`config.mk`:
```
export PLATFORM = sky130hd
export DESIGN_NAME = aeolus_display_driver
export DESIGN_NICKNAME = d
export VERILOG_FILES = /design/src/rtl/aeolus_display_driver.sv
export SDC_FILE = /design/constraint.sdc
export NUM_CORES = 1
export LEC_CHECK = 0
export CAP_MARGIN = 25
export CORE_ASPECT_RATIO = 1.5
export CORE_UTILIZATION = 56
export CTS_CLUSTER_SIZE = 30
export DETAILED_ROUTE_END_ITERATION = 8
export PLACE_DENSITY_LB_ADDON = 0.08
export SLEW_MARGIN = 20
export SYNTH_ARGS = -nofsm -noshare
export SYNTH_HDL_FRONTEND = slang
export SYNTH_SLANG_ARGS = --single-unit
```
`constraint.sdc`:
```
create_clock -name clk -period 2.2 [get_ports clk]
set_clock_uncertainty 0.05 [all_clocks]
set_input_delay 0.44 -clock clk [delete_from_list [all_inputs] [get_ports clk]]
set_output_delay 0.44 -clock clk [all_outputs]
set_load 0.01 [all_outputs]
```
`src/rtl/aeolus_display_driver.sv`:
```
// Display stage behind the CPU output register: captures a 4-deep result history and
// scans it onto a 4-digit active-low multiplexed 7-segment display, newest on digit 0.
module aeolus_display_driver #(
  parameter int REFRESH_COUNT = 100000,
  parameter int BLANK_CYCLES  = 16
) (
  input  logic       clk,
  input  logic       reset,
  input  logic [3:0] valueIn,
  input  logic       loadStrobe,
  input  logic       freeze,
  output logic [3:0] anodes,
  output logic [6:0] segments,
  output logic       dp,
  output logic [7:0] captureCount
);

  localparam int CW = (REFRESH_COUNT > 1) ? $clog2(REFRESH_COUNT) : 1;
  localparam logic [CW-1:0] CNT_LAST  = CW'(REFRESH_COUNT - 1);
  localparam logic [CW-1:0] CNT_BLANK = CW'(BLANK_CYCLES);

  logic [3:0]    history [4];
  logic [3:0]    valid;
  logic          strobe_prev;
  logic [CW-1:0] refresh_cnt;
  logic [1:0]    digit_idx;

  logic          capture;
  logic          show;
  logic [3:0]    sel_value;

  function automatic logic [6:0] hex7(input logic [3:0] v);
    logic [6:0] s;
    case (v)
      4'h0: s = 7'h40;
      4'h1: s = 7'h79;
      4'h2: s = 7'h24;
      4'h3: s = 7'h30;
      4'h4: s = 7'h19;
      4'h5: s = 7'h12;
      4'h6: s = 7'h02;
      4'h7: s = 7'h78;
      4'h8: s = 7'h00;
      4'h9: s = 7'h10;
      4'hA: s = 7'h08;
      4'hB: s = 7'h03;
      4'hC: s = 7'h46;
      4'hD: s = 7'h21;
      4'hE: s = 7'h06;
      default: s = 7'h0E;
    endcase
    return s;
  endfunction

  // An edge seen while frozen still updates strobe_prev, so it is consumed, not deferred.
  always_comb begin
    capture   = loadStrobe & ~strobe_prev & ~freeze;
    sel_value = history[digit_idx];
    show      = valid[digit_idx] & (refresh_cnt >= CNT_BLANK);
  end

  always_ff @(posedge clk) begin
    if (!reset) begin
      history[0]   <= 4'h0;
      history[1]   <= 4'h0;
      history[2]   <= 4'h0;
      history[3]   <= 4'h0;
      valid        <= 4'b0000;
      strobe_prev  <= 1'b0;
      refresh_cnt  <= '0;
      digit_idx    <= 2'd0;
      captureCount <= 8'd0;
      anodes       <= 4'b1111;
      segments     <= 7'h7F;
      dp           <= 1'b1;
    end else begin
      strobe_prev <= loadStrobe;

      if (refresh_cnt == CNT_LAST) begin
        refresh_cnt <= '0;
        digit_idx   <= digit_idx + 2'd1;
      end else begin
        refresh_cnt <= refresh_cnt + CW'(1);
      end

      if (capture) begin
        history[3] <= history[2];
        history[2] <= history[1];
        history[1] <= history[0];
        history[0] <= valueIn;
        valid      <= {valid[2:0], 1'b1};
        if (captureCount != 8'hFF) captureCount <= captureCount + 8'd1;
      end

      // Outputs come from pre-edge state; a capture shows up one cycle later.
      anodes   <= show ? ~(4'b0001 << digit_idx) : 4'b1111;
      segments <= show ? hex7(sel_value) : 7'h7F;
      dp       <= ~(show & freeze & (digit_idx == 2'd0));
    end
  end

endmodule

```
==> flow_metrics.env <==
export IMPL_clock_sinks=62
export IMPL_crit_required_ns=2.37
export IMPL_final_nets=319
export IMPL_setup_ws_ns=0.139
export IMPL_cts_max_level=3
export IMPL_synthToLayoutAreaGrowth_pct=18.3
export IMPL_synth_nets=281
export IMPL_nFillCells=399
export IMPL_power_uw=2170
export IMPL_async_reset_ff_share_pct=0
export IMPL_outcome="completed"
export IMPL_antenna_found_initial=0
export IMPL_die_area_um2=5380
export IMPL_grt_overflow=0
export IMPL_ys_flop_type="dfxtp_1"
export IMPL_relSlewSlack_pct=65.0
export IMPL_drive_gt1_share_pct=12.5
export IMPL_drv_cap=0
export IMPL_clock_latency_ns=0.33
export IMPL_die_x_um=60.2
export IMPL_clk_pin_slew_worst_paths_ns=0.06
export IMPL_slew_violations=0
export IMPL_syn_area_per_cell_um2=10.9
export IMPL_crit_path_start_kind="register"
export IMPL_finalHoldViolCount=0
export IMPL_synth_edf_count=16
export IMPL_synthTopCellsByCount="dfxtp_1, nor2_1, and3_1"
export IMPL_grt_pass1_vias=1913
export IMPL_path_max_fanout=5
export IMPL_coreArea_um2=4850
export IMPL_period_share_pct=93.7
export IMPL_synthDistinctLibCells=41
export IMPL_cts_setup_buffers=0
export IMPL_fin_crit_ns=2.06
export IMPL_peakVddDrop_uv=482
export IMPL_start_util_pct=58.7
export IMPL_grt_pass1_wl_um=8260
export IMPL_routed_wl_um=5100
export IMPL_arrival_ns=2.23
export IMPL_synth_top_area_share_pct=32.4
export IMPL_dp_slack_ns=0.0878
export IMPL_timing_fmax_mhz=485
export IMPL_finalSetupTns_ns=0
export IMPL_end_kind="register"
export IMPL_syn_inst=260
export IMPL_track_usage_pct=21.2
export IMPL_yosys_area_top_type="dfxtp_1"
export IMPL_min_from="refresh_cnt[0]$_SDFF_PP0_"
export IMPL_hpwlAfterDp_um=3690
export IMPL_path_class="register to register"
export IMPL_clk_path_buf_depth=2
export IMPL_p_per_area_nw_per_um2=644
export IMPL_synth_warnings=0
export IMPL_hp_class="register to register"
export IMPL_numCtsBuffers=9
export IMPL_dp_cells=353
export IMPL_cts_resized=0
export IMPL_wl_per_cell_um=13.8
export IMPL_ant_nets=0
export IMPL_rows=31
export IMPL_setup_viol=0
export IMPL_synth_seq_cells=62
export IMPL_grt_start_max_net_pins=17
export IMPL_n_antenna_cell=0
export IMPL_tightestPinTransition_ns=0.515
export IMPL_place_gp_congestion=0.844
export IMPL_drt_first_pass_iters=4
export IMPL_drc=0
export IMPL_drt_initial_drc_count=83
export IMPL_root_buffer="clkbuf_8"
export IMPL_synthTopCellsByArea="dfxtp_1, edfxtp_1, ha_1"
export IMPL_netlist_area_um2=2850
export IMPL_yosys_cell_count_top_type="dfxtp_1"
export IMPL_port_buffer_count=27
export IMPL_rsz0062_at_grt="false"
export IMPL_hold_buffers=0
export IMPL_final_cells=369
export IMPL_power_leakage_uw=0.00134
export IMPL_cts_tree="yes"
export IMPL_routed_via_density=5.33
export IMPL_die_h_um=89.3
export IMPL_vias=1967
export IMPL_synth_seq_area_share_pct=49.3
export IMPL_num_io_pins=28
export IMPL_utilization_pct=69.4
sequential cells by signal (all words and copies together), names as in the netlist, named ones only:
name          count
segments          7
dp                1
anodes            4
digit_idx         2
valid             4
captureCount      8
refresh_cnt      17
strobe_prev       1
history          16
cell families (layout without fill, tap and decap cells):
family | Yosys count | in the layout | share of synthesized area, %
AO/OA/AOI/OAI | 17 | 17 | 4.18
XOR/XNOR | 23 | 23 | 7.08
adder cells (fa/ha/maj) | 13 | 13 | 5.72
buffers and inverters | 19 | 62 | 3.56
flip-flops | 62 | 62 | 49.3
multiplexers | 22 | 22 | 9.85
AND/OR/NAND/NOR | 104 | 104 | 20.4
path summary, 6_finish.rpt:
check | to | slack, ns | cells after the start
worst max register to register | segments[3]$_SDFF_PN1_ | 0.14 | 6
worst min register to register | refresh_cnt[0]$_SDFF_PP0_ | 0.43 | 1
worst max-delay path | segments[3]$_SDFF_PN1_ | 0.14 | 6
worst min-delay path | refresh_cnt[0]$_SDFF_PP0_ | 0.43 | 1
power breakdown:
group	total, uW	switching [uW]	internal (uW)
Sequential	1220	20.4	1200
Clock	808	407	400
Combinational	143	75.5	67.9
Total	2170	503	1670
worst max-delay path, stage by stage, from the launching register on:
cell and delay (ns):
dfxtp_1 0.40, mux4_2 0.59, inv_1 0.15, ha_1 0.16, inv_1 0.04, mux4_2 0.42, nand2b_1 0.14
metrics by stage:
| step | hold slack [ns] | cell area [um^2] |
|---|---|---|
| 5_1_grt | 0.465 | 3370 |
| 3_5_place_dp | 0.423 | 3210 |
| 4_1_cts | 0.439 | 3370 |
| 3_3_place_gp | 0.411 | 3210 |
| 2_1_floorplan | 0.388 | 2850 |
| 6_report | 0.430 | 3370 |
metal layers:
metal | part of all wire (%) | global-route usage (%)
met4 | 1.9 | 9.73
met5 | 0 | 0
met3 | 2.6 | 6.80
met2 | 55 | 37.1
met1 | 41 | 22.5
cell type report:
| class | count | area, um^2 | area share (%) |
|---|---|---|---|
| clock buffer | 11 | 131 | 3.90 |
| clock inverter | 5 | 27.5 | 0.818 |
| inverter | 10 | 37.5 | 1.12 |
| multi-input combinational | 179 | 1350 | 40.0 |
| sequential | 62 | 1400 | 41.6 |
| tap | 66 | 82.6 | 2.45 |
| timing repair buffer | 36 | 338 | 10.0 |
layout by cell type, fill, tap and decap left out, types with 2 or more instances in the layout:
| cell | n |
|---|---|
| nand2b_1 | 2 |
| a31oi_1 | 2 |
| mux2_2 | 2 |
| clkbuf_8 | 9 |
| inv_1 | 10 |
| clkdlybuf4s50_1 | 27 |
| nand2_1 | 14 |
| edfxtp_1 | 16 |
| o21ai_0 | 2 |
| xnor2_1 | 8 |
| nand4_1 | 7 |
| nor2_1 | 33 |
| mux2i_1 | 14 |
| a21oi_1 | 3 |
| nand3_1 | 7 |
| ha_1 | 13 |
| buf_4 | 9 |
| o221ai_1 | 5 |
| xor2_1 | 15 |
| nor3_1 | 2 |
| clkinv_2 | 4 |
| clkbuf_1 | 2 |
| and4_1 | 4 |
| dfxtp_1 | 46 |
| and3_1 | 23 |
| mux2i_2 | 2 |
| mux4_2 | 4 |
No activity file was read; power rests on OpenSTA's default activity.
